File: config.mk
export PLATFORM = sky130hd
export DESIGN_NAME = priority_encoder8to3_seq
export DESIGN_NICKNAME = d
export VERILOG_FILES = /design/src/rtl/priority_encoder8to3_seq.sv
export SDC_FILE = /design/constraint.sdc
export NUM_CORES = 1
export LEC_CHECK = 0
export CAP_MARGIN = 20
export CORE_UTILIZATION = 48
export CTS_BUF_LIST = sky130_fd_sc_hd__clkbuf_4 sky130_fd_sc_hd__clkbuf_8
export CTS_CLUSTER_SIZE = 24
export DETAILED_ROUTE_END_ITERATION = 8
export PLACE_DENSITY = 0.86
export SLEW_MARGIN = 25
export SYNTH_ARGS = -nofsm -noshare
export SYNTH_HDL_FRONTEND = slang
export SYNTH_SLANG_ARGS = --single-unit
File: constraint.sdc
create_clock -name clk -period 3.89 [get_ports clk]
set_clock_uncertainty 0.2 [all_clocks]
set_input_delay 0.778 -clock clk [delete_from_list [all_inputs] [get_ports clk]]
set_output_delay 0.778 -clock clk [all_outputs]
set_load 0.05 [all_outputs]
File: src/rtl/priority_encoder8to3_seq.sv
// Registered 8-to-3 priority encoder with request latching.
// Pending requests are granted one index at a time over a V/ACK handshake.
module priority_encoder8to3_seq #(
  parameter int N_IN  = 8,
  parameter int IDX_W = 3
) (
  input  logic             clk,
  input  logic             rst_n,
  input  logic             E,
  input  logic [N_IN-1:0]  D,
  input  logic             ACK,
  output logic [IDX_W-1:0] Y,
  output logic             V,
  output logic [N_IN-1:0]  PEND,
  output logic             OVF
);

  typedef enum logic {
    IDLE  = 1'b0,
    GRANT = 1'b1
  } state_t;

  state_t            state, state_nxt;
  logic [N_IN-1:0]   pending, pending_nxt;
  logic [IDX_W-1:0]  y_q, y_nxt;
  logic              ovf_q, ovf_nxt;
  logic [N_IN-1:0]   set;
  logic [N_IN-1:0]   clr;
  logic [IDX_W-1:0]  top;
  logic              grant_done;

  // Highest set bit of the registered pending vector (bit 7 wins).
  always_comb begin
    top = '0;
    priority case (1'b1)
      pending[7]: top = 3'd7;
      pending[6]: top = 3'd6;
      pending[5]: top = 3'd5;
      pending[4]: top = 3'd4;
      pending[3]: top = 3'd3;
      pending[2]: top = 3'd2;
      pending[1]: top = 3'd1;
      pending[0]: top = 3'd0;
      default:    top = '0;
    endcase
  end

  // Request capture, overflow detection and FSM next state.
  // A new request on the granted bit outranks the ACK clear.
  always_comb begin
    state_nxt   = state;
    y_nxt       = y_q;
    grant_done  = (state == GRANT) && ACK;
    set         = D & {N_IN{E}};
    clr         = grant_done ? (N_IN'(1) << y_q) : '0;
    pending_nxt = (pending & ~clr) | set;
    ovf_nxt     = ovf_q | (|(set & pending & ~clr));
    unique case (state)
      IDLE: begin
        if (pending != '0) begin
          y_nxt     = top;
          state_nxt = GRANT;
        end
      end
      GRANT: begin
        if (ACK) state_nxt = IDLE;
      end
      default: state_nxt = IDLE;
    endcase
  end

  // State, index, pending and sticky overflow registers.
  always_ff @(posedge clk or negedge rst_n) begin
    if (!rst_n) begin
      state   <= IDLE;
      y_q     <= '0;
      pending <= '0;
      ovf_q   <= 1'b0;
    end else begin
      state   <= state_nxt;
      y_q     <= y_nxt;
      pending <= pending_nxt;
      ovf_q   <= ovf_nxt;
    end
  end

  assign Y    = y_q;
  assign V    = (state == GRANT);
  assign PEND = pending;
  assign OVF  = ovf_q;

endmodule
---- Yosys cells after proc, flatten, opt, wreduce, memory -nomap -nowiden ----
Index checks and enable logic that the tools add are counted.
operators by class
  reductions and logical operators ........ 4
  bitwise gates (word level) .............. 8
  muxes and demuxes ....................... 11
  shift-type cells ........................ 1
operator list
  kind                                                                count
  8-bit bitwise AND                                                   4
  3-bit 2-to-1 mux                                                    5
  8-bit 2-to-1 mux                                                    1
  8-bit inverter                                                      1
  8-bit bitwise OR                                                    1
  8-bit nonzero test                                                  1
  8-bit OR reduction                                                  1
  1-bit by 3-bit left shift with 8-bit output (first input constant)  1
  1-bit 2-to-1 mux                                                    3
  2-bit 2-to-1 mux                                                    1
  1-bit case mux with 2 select lines                                  1
  2-bit AND reduction                                                 1
  1-bit logical AND                                                   1
  1-bit inverter                                                      1
  1-bit bitwise OR                                                    1
storage, ports and cells
  register bits ........................... 13
  bits of input ports ..................... 12
  logic and storage cells ................. 28

---- Logic depth before layout (Yosys ltp) ----
  depth in word-level cells ............... 7
  depth in mapped cells ................... 5

---- Worst setup path after synthesis ----
No wires, ideal clock.
  path type ............................... reg-to-reg
  start point ............................. reg state, in the netlist V
  end point ............................... reg ovf_q, in the netlist OVF
  cell stages (with the launch flop) ...... 6
  clock period less this slack ............ 1.872 ns
  setup slack ............................. 2.018 ns
  arrival time ............................ 1.537 ns
  setup time .............................. 0.135 ns
  buffers on the path ..................... 1
  cells stage by stage .................... dfrtp_1 -> and3_1 -> buf_6 -> a31oi_1 -> o41ai_1 -> nand4_1
between the ends
  longest elaborated chain between the ends .. 6
RTL lines
  what                    line  source
  start, declared         23    state_t state, state_nxt;
  start signal, assigned  80    state <= state_nxt;
  1-bit logical AND       53    grant_done = (state == GRANT) && ACK;
  8-bit 2-to-1 mux        55    clr = grant_done ? (N_IN'(1) << y_q) : '0;
  8-bit inverter          57    ovf_nxt = ovf_q | (|(set & pending & ~clr));
  8-bit bitwise AND       57
  8-bit OR reduction      57
  1-bit bitwise OR        57
  net ovf_nxt             26    logic ovf_q, ovf_nxt;
  end signal, assigned    83    ovf_q <= ovf_nxt;
  end, declared           26
The timed path passes the listed nets, and every way through them passes these cells.
A chain may end at the register's enable or synchronous reset.

---- Final worst setup path ----
  start point ............................. reg y_q[0], in the netlist Y[0]
  end point ............................... out Y[0]
RTL lines
  what                    line  source
  start, declared         25    logic [IDX_W-1:0] y_q, y_nxt;
  start signal, assigned  81    y_q <= y_nxt;
  end, declared           12    output logic [IDX_W-1:0] Y,
No word-level cell between the ends.

==> results.json <==
{
  "outcome": "complete, no violations",
  "p_per_area_nw_per_um2": 674,
  "finalCritPeriodShare": 0.674,
  "die_h_um": 39.3,
  "fmax_ghz": 0.381,
  "clock-root-buffer": "clkbuf_4",
  "post_cts_resize_count": 0,
  "fin_nets": 111,
  "place_area_um2": 911,
  "ctsHoldBuffers": 0,
  "slew_viol_final": 0,
  "route.vias.total": 662,
  "synthTopCellsByCount": "13 x dfrtp_1, 13 x nand2_1, 6 x a22o_1",
  "place_hpwl_mm": 1.22,
  "synth.largest_area_cell": "dfrtp_1",
  "grt_overflow": 0,
  "ios": 25,
  "drtIter0Drc": 26,
  "fin_ws_ps": 1270,
  "setup-violations-final": 0,
  "rsz0062_at_grt": "no",
  "syn_nets": 84,
  "hold_viol_final": 0,
  "end_kind": "output port",
  "grt.total_usage": 0.273,
  "cts_tree": "yes",
  "h-tree-depth": 1,
  "antenna_found_initial": 0,
  "p_sw_frac": 0.477,
  "initial_core_util": 0.513,
  "path_delay_family": "buffers and inverters",
  "pwr-share-clk": 0.148,
  "pwr-share-seq": 0.358,
  "synth.ff_latch_count": 13,
  "clock-sinks": 13,
  "synth_warnings": 0,
  "routed_wl_mm": 1.65,
  "cts.clk_slew.worst_paths_ps": 80,
  "min_period_ps": 2620,
  "yosysSeqAreaShare": 0.487,
  "drive_above_1_share": 0.0714,
  "async_reset_ff_frac": 1.00,
  "wl_per_cell_um": 14.6,
  "core-area_um2": 1300,
  "clock_tree.buffer_depth": 2,
  "vdd_drop_max_v": 0.000523,
  "first_pass_iters": 5,
  "die_x_um": 39.3,
  "std_cell_rows": 13,
  "critical_path_class": "reg2out",
  "nFillCells": 116,
  "power.internal_uw": 331,
  "final_area_um2": 941,
  "max_stage_delay_ps": 860,
  "pre_cts_slack_ps": 1400,
  "totalPowerFinal_uw": 634,
  "maxCapViolCount": 0,
  "syn_area_um2": 668,
  "diodes": 0,
  "tns_ps": 0,
  "grt_pass1_vias": 614,
  "p_switching_uw": 303,
  "synth-edff-count": 0,
  "dieArea_um2": 1550,
  "crit_fanout": 9,
  "synthCells": 72,
  "pwr-share-comb": 0.494,
  "io_buffers": 24,
  "syn_to_final_growth_pct": 40.8,
  "ys_types": 24,
  "holdCritPathClass": "reg2reg",
  "netlist.area_leader.share": 0.487,
  "post_cts_buffers": 0,
  "cts_made_buffers": 3,
  "grt_pass1_wl_mm": 2.69,
  "crit_chain": "clkdlybuf4s50_1",
  "p_leak_uw": 0.000388,
  "slew_headroom": 0.602,
  "synthFlopType": "dfrtp_1",
  "startpoint_type": "register",
  "synth_area_leaders": "dfrtp_1 49%, a22o_1 7.9%, nand2_1 7.3%, o21ai_0 3.7%, a21oi_1 3.0%",
  "route.detailed.drc": 0,
  "postSynthAreaPerCell_um2": 9.28,
  "via_per_inst": 5.86,
  "critPathBufInv": 1,
  "globalplace.congestion": 0.880,
  "ant_nets": 0,
  "cp_data_required_time_ps": 2910,
  "clock_latency_ps": 290,
  "worstPathArrival_ps": 1640,
  "worst_pin_slew_ps": 595,
  "cp_slowest_cell": "clkdlybuf4s50_1",
  "grt_max_degree": 14
}
==> final timing paths <==
kind	from	end	slack, ps	cells past startpoint
max in group asynchronous	rst_n	PEND[2]$_DFF_PN0_	2440	1
worst min-delay path	OVF$_DFF_PN0_	OVF$_DFF_PN0_	310	2
min in group asynchronous	rst_n	Y[2]$_DFFE_PN0P_	660	1
worst min register to register	OVF$_DFF_PN0_	OVF$_DFF_PN0_	310	2
worst max register to register	Y[1]$_DFFE_PN0P_	OVF$_DFF_PN0_	2200	4
worst max-delay path	Y[0]$_DFFE_PN0P_	Y[0]	1270	1
==> routing by layer <==
layer	vias to the layer above	GRT usage	routed length, µm
li1	316	-	-
met4	0	0.164	23
met3	3	0.0341	69
met5	-	0	0
met1	319	0.349	728
met2	24	0.438	830
==> flip-flops by register name (all words and copies together), names as in the netlist <==
signal,flops
Y,3
PEND,8
OVF,1
V,1
==> logic make-up after synthesis <==
logic type,share of synthesized area
AOI/OAI and AO/OA,0.251
buffers and inverters,0.0412
and+or+nand+nor,0.221
DFF,0.487
==> worst reg2reg max path: cells and delay by family, from the launching register on <==
family	cells	cell delay [ps]
DFF	1	480
and+or+nand+nor	2	430
AOI/OAI and AO/OA	2	460
==> cells in the final DEF (no fill, tap or decap) <==
cell type	count
o22a_1	1
a31oi_1	3
clkbuf_4	4
a41oi_1	1
nand4_1	2
a21o_2	1
nor4_1	2
nor2_1	5
a22o_1	6
and3_1	1
a21oi_2	1
inv_1	3
dfrtp_1	13
o41ai_1	1
a21oi_1	4
nor2b_1	1
nand2b_1	2
o21ai_0	5
nand3b_1	2
and3b_2	1
nand3_1	1
o21bai_1	1
clkdlybuf4s50_1	24
nand2_1	13
==> final cells by class <==
cell class | instances | area, µm² | share of cell area
Inverter | 3 | 11.3 | 0.0120
Tap cell | 15 | 18.8 | 0.0199
Timing Repair Buffer | 24 | 240 | 0.255
Sequential cell | 13 | 325 | 0.346
Clock buffer | 4 | 30.0 | 0.0319
Multi-Input combinational cell | 54 | 315 | 0.335
==> through the flow <==
step                      cells  hold slack (ps)  utilization
after floorplan              72              282            -
after global placement      109              292        0.700
after detailed placement    109              293        0.700
after CTS                   113              312        0.723
after global routing        113              354        0.723
final                       113              311        0.723
==> power groups by stage <==
stage	sequential (µW)	clock [µW]	combinational, µW
floorplan	339	0	93.4
global placement	225	0	305
detailed placement	229	0	311
CTS	227	94.7	312
global route	236	99.6	333
finish	227	93.6	313
Power figures use the tool's default switching activity.
==> patch 1 (same settings) <==
`N_IN`: 8 -> 9.
--- a/src/rtl/priority_encoder8to3_seq.sv
+++ b/src/rtl/priority_encoder8to3_seq.sv
@@ -1,7 +1,7 @@
 // Registered 8-to-3 priority encoder with request latching.
 // Pending requests are granted one index at a time over a V/ACK handshake.
 module priority_encoder8to3_seq #(
-  parameter int N_IN  = 8,
+  parameter int N_IN  = 9,
   parameter int IDX_W = 3
 ) (
   input  logic             clk,
Interface: changed (resized D and PEND); port bits go from 25 to 27. No check against the original RTL was run, so the function may have changed too.
==> patch 1 against the original RTL <==
- worst setup slack better by 0.019 ns
- power is 33% lower
- core utilization is 2.9 points higher
- final area is 7.8% higher
- register-to-register slack worse by 0.09 ns
- sequential cell count is 1 higher
- sequential share of layout area hardly changed
- synthesized area is 7.3% higher
- global-route usage is 2.9 points lower
- fmax is 0.73% higher
- routed wire length is 8.5% higher
- final cell count is 7.1% higher
- via count is 6.3% higher
==> patch 1: results <==
{
  "outcome": "finished, final reports clean",
  "gp_congestion": 0.7992,
  "nFillCells": 100,
  "synth_cell_types": 31,
  "grt_use_total": 0.2440,
  "synth.area.top_cells": "dfrtp_1 (49%), nand2_1 (6.8%), o21ai_0 (4.2%)",
  "wirelength_mm": 1.792,
  "syn_nets": 91,
  "drive_gt1_frac": 0.06604,
  "hp-start": "PEND[8]",
  "clkLatencyLatePin_ns": 0.27,
  "vdd_drop_max_mv": 0.2454,
  "switching_power_uw": 168.0,
  "io_buffers": 26,
  "tightest_slew_ns": 0.6274,
  "synth_compound_area_frac": 0.2670,
  "dp_hpwl_mm": 1.333,
  "drt-initial-drc-count": 18,
  "grt_max_degree": 15,
  "fin_crit_ns": 2.603,
  "largest_reg_flops": 9,
  "grt_pass1_wl_mm": 2.649,
  "ys_seq_area_frac": 0.4887,
  "dp_slack_ns": 1.307,
  "p_comb_frac": 0.370,
  "p_clk_frac": 0.192
}
patch 1: cell types whose count changed in the layout (fill, tap and decap cells not counted), moves of 2 or more:
cell             change
inv_1                +2
o211ai_1             +2
a22o_1               -3
nor3_1               +2
nand3b_1             -2
clkdlybuf4s50_1      +2
patch 1: kinds of logic (layout without fill, tap and decap cells):
logic type	count (synthesis)	count (layout)
AND/OR/NAND/NOR	30	30
AO/OA/AOI/OAI	28	28
buffers and inverters	6	34
flip-flops	14	14
patch 1: stage by stage:
step | instances | utilization | area [um^2] | power [uW] | hold slack (ns)
floorplan | 78 | - | 716.9 | 283.7 | 0.2824
global placement | 118 | 0.7349 | 992.2 | 343.9 | 0.2954
detailed placement | 118 | 0.7349 | 992.2 | 346.1 | 0.3200
CTS | 121 | 0.7516 | 1015 | 425.4 | 0.3411
global route | 121 | 0.7516 | 1015 | 447.2 | 0.3588
finish | 121 | 0.7516 | 1015 | 426.4 | 0.3377
patch 1: layer usage:
metal / global-route usage / share of wire / vias to the layer above
met5: 0 / 0 / -
met4: 0.07500 / 0.0067 / 0
met3: 0.05978 / 0.053 / 2
met2: 0.3968 / 0.45 / 25
met1: 0.3174 / 0.49 / 333
li1: - / - / 344
patch 1: area by class of cell:
type	instances	area [um^2]	share of cell area
Clock buffer	3	22.52	0.02219
Inverter	5	18.77	0.01850
Multi-Input combinational cell	58	344.1	0.3391
Sequential cell	14	350.3	0.3453
Tap cell	15	18.77	0.01850
Timing Repair Buffer	26	260.3	0.2565
patch 1: worst min path at each step:
stage                     endpoint  slack (ns)  cells past startpoint
after floorplan                OVF        0.28                      0
after CTS                  PEND[8]        0.34                      1
final                      PEND[8]        0.34                      1
after global routing       PEND[8]        0.36                      1
after detailed placement   PEND[8]        0.32                      1
after global placement     PEND[8]        0.30                      1
==> patch 2 (same settings) <==
Made on the original files. Reset style: synchronous (`rst_n`), changed in one clocked block.
--- a/src/rtl/priority_encoder8to3_seq.sv
+++ b/src/rtl/priority_encoder8to3_seq.sv
@@ -70,7 +70,7 @@
   end
 
   // State, index, pending and sticky overflow registers.
-  always_ff @(posedge clk or negedge rst_n) begin
+  always_ff @(posedge clk) begin
     if (!rst_n) begin
       state   <= IDLE;
       y_q     <= '0;
Check against the original RTL: differs if rst_n is asserted again (counterexample within 4 cycles, from zero or initial values and one cycle with rst_n low); with rst_n held inactive, the same outputs for 10 cycles.
==> patch 2 against the original RTL <==
- worst setup slack improved by 0.048 ns
- worst hold slack gained 0.050 ns
- synthesized area down 4.3%
- final cell count unchanged
- routed wire length is 8.9% higher
- sequential cell count unchanged
- via count up 2.1%
- register-to-register slack worse by 0.04 ns
- final area down 2.3%
- core utilization is 6.2 points higher
Power is not compared: it rests on default switching activity, and its combinational part moved more than twofold at a synthesized area within 25%.
==> patch 2: results <==
{
  "syn_avg_cell_area_um2": 8.758,
  "io_buffers": 24,
  "clockBufferDepth": 2,
  "cp_slowest_cell": "clkdlybuf4s50_1",
  "viasPerCell": 5.982,
  "synth.area.top_cells": "dfxtp_1 (41%), a22oi_1 (7.0%), nor2b_1 (6.8%)",
  "tightest_slew_ns": 0.4911,
  "clockRootBuffer": "clkbuf_4",
  "grt_use_total": 0.2745,
  "p_int_uw": 244.9,
  "largest_reg_flops": 8,
  "vdd_drop_max_mv": 0.3068,
  "synth_cell_types": 26,
  "drtPass1Iterations": 4,
  "ys_seq_area_frac": 0.4070,
  "power.leakage_uw": 0.0003514,
  "grt_max_degree": 14,
  "syn_nets": 85,
  "diodes": 0,
  "htreeDepth": 1,
  "drive_gt1_frac": 0.1010,
  "cts_buffers": 3,
  "clk_pin_slew_ns": 0.09,
  "synth_warnings": 0,
  "crit_fanout": 7,
  "yosys-top-cells-count": "dfxtp_1 (13), nor2b_1 (7), a22oi_1 (6)",
  "crit_family": "buffers and inverters",
  "drt-initial-drc-count": 19,
  "postCtsSetupRepairBufs": 0,
  "post_cts_resized": 0,
  "grt_antenna_before_repair": 0,
  "hold_class": "reg -> reg",
  "cp.arrival_ns": 1.60,
  "outcome": "finished, final reports clean",
  "wirelength_mm": 1.798,
  "first_global_vias": 581,
  "dp_hpwl_mm": 1.276,
  "gp_congestion": 0.8678,
  "layoutNonFillerInstCount": 113,
  "setup_viol": 0,
  "grt_pass1_wl_mm": 2.718,
  "async_flop_share": 0,
  "clkLatencyLatePin_ns": 0.28,
  "slowest_delay_ns": 0.85
}
[patch 2: changes by cell type after synthesis, sizes merged, moves of 3 or more]
cell   before  now
nand2      13    6
dfrtp      13    0
a22oi       0    6
dfxtp       0   13
a22o        6    0
nor2b       1    7
and2        0    3
[patch 2: kinds of logic after synthesis]
| family | synth area share |
|---|---|
| buf+inv | 0.02349 |
| simple gates | 0.2857 |
| compound gates | 0.2838 |
| flops | 0.4070 |
[patch 2: cell type report]
type                    count  area (um^2)
clock buffers               4        30.03
fillers                    90        251.5
inverters                   2        7.507
multi-input cells          56        364.1
flip-flops and latches     13        260.3
well taps                  14        17.52
repair buffers             24        240.2
[patch 2: stage by stage]
stage / utilization / hold WS (ns) / instance area, um^2 / worst slack (ns)
finish: 0.7853 / 0.3612 / 919.6 / 1.316
global route: 0.7853 / 0.3839 / 919.6 / 1.276
CTS: 0.7853 / 0.3630 / 919.6 / 1.325
detailed placement: 0.7596 / 0.3387 / 889.6 / 1.387
global placement: 0.7596 / 0.3243 / 889.6 / 1.428
floorplan: - / 0.5289 / 639.4 / 1.913
[patch 2: worst paths after layout]
path                start  slack [ns]   end  depth (start not counted)
setup / recovery     Y[0]        1.32  Y[0]                          1
hold / removal    PEND[5]        0.36   OVF                          2
setup reg to reg        V        2.16   OVF                          5
hold reg to reg   PEND[5]        0.36   OVF                          2
[patch 2: routing by layer]
layer  wire length, um  GRT usage
met3               104    0.05233
met1               828     0.3477
met2               840     0.4417
met5                 0          0
met4                25     0.1293
[patch 2: power groups by stage]
stage	Combinational, uW	Clock (uW)	Sequential (uW)
after floorplan	39.6	0	206
after global placement	125	0	165
after detailed placement	126	0	166
after CTS	127	95.0	163
after global routing	136	101	165
final	127	95.0	164
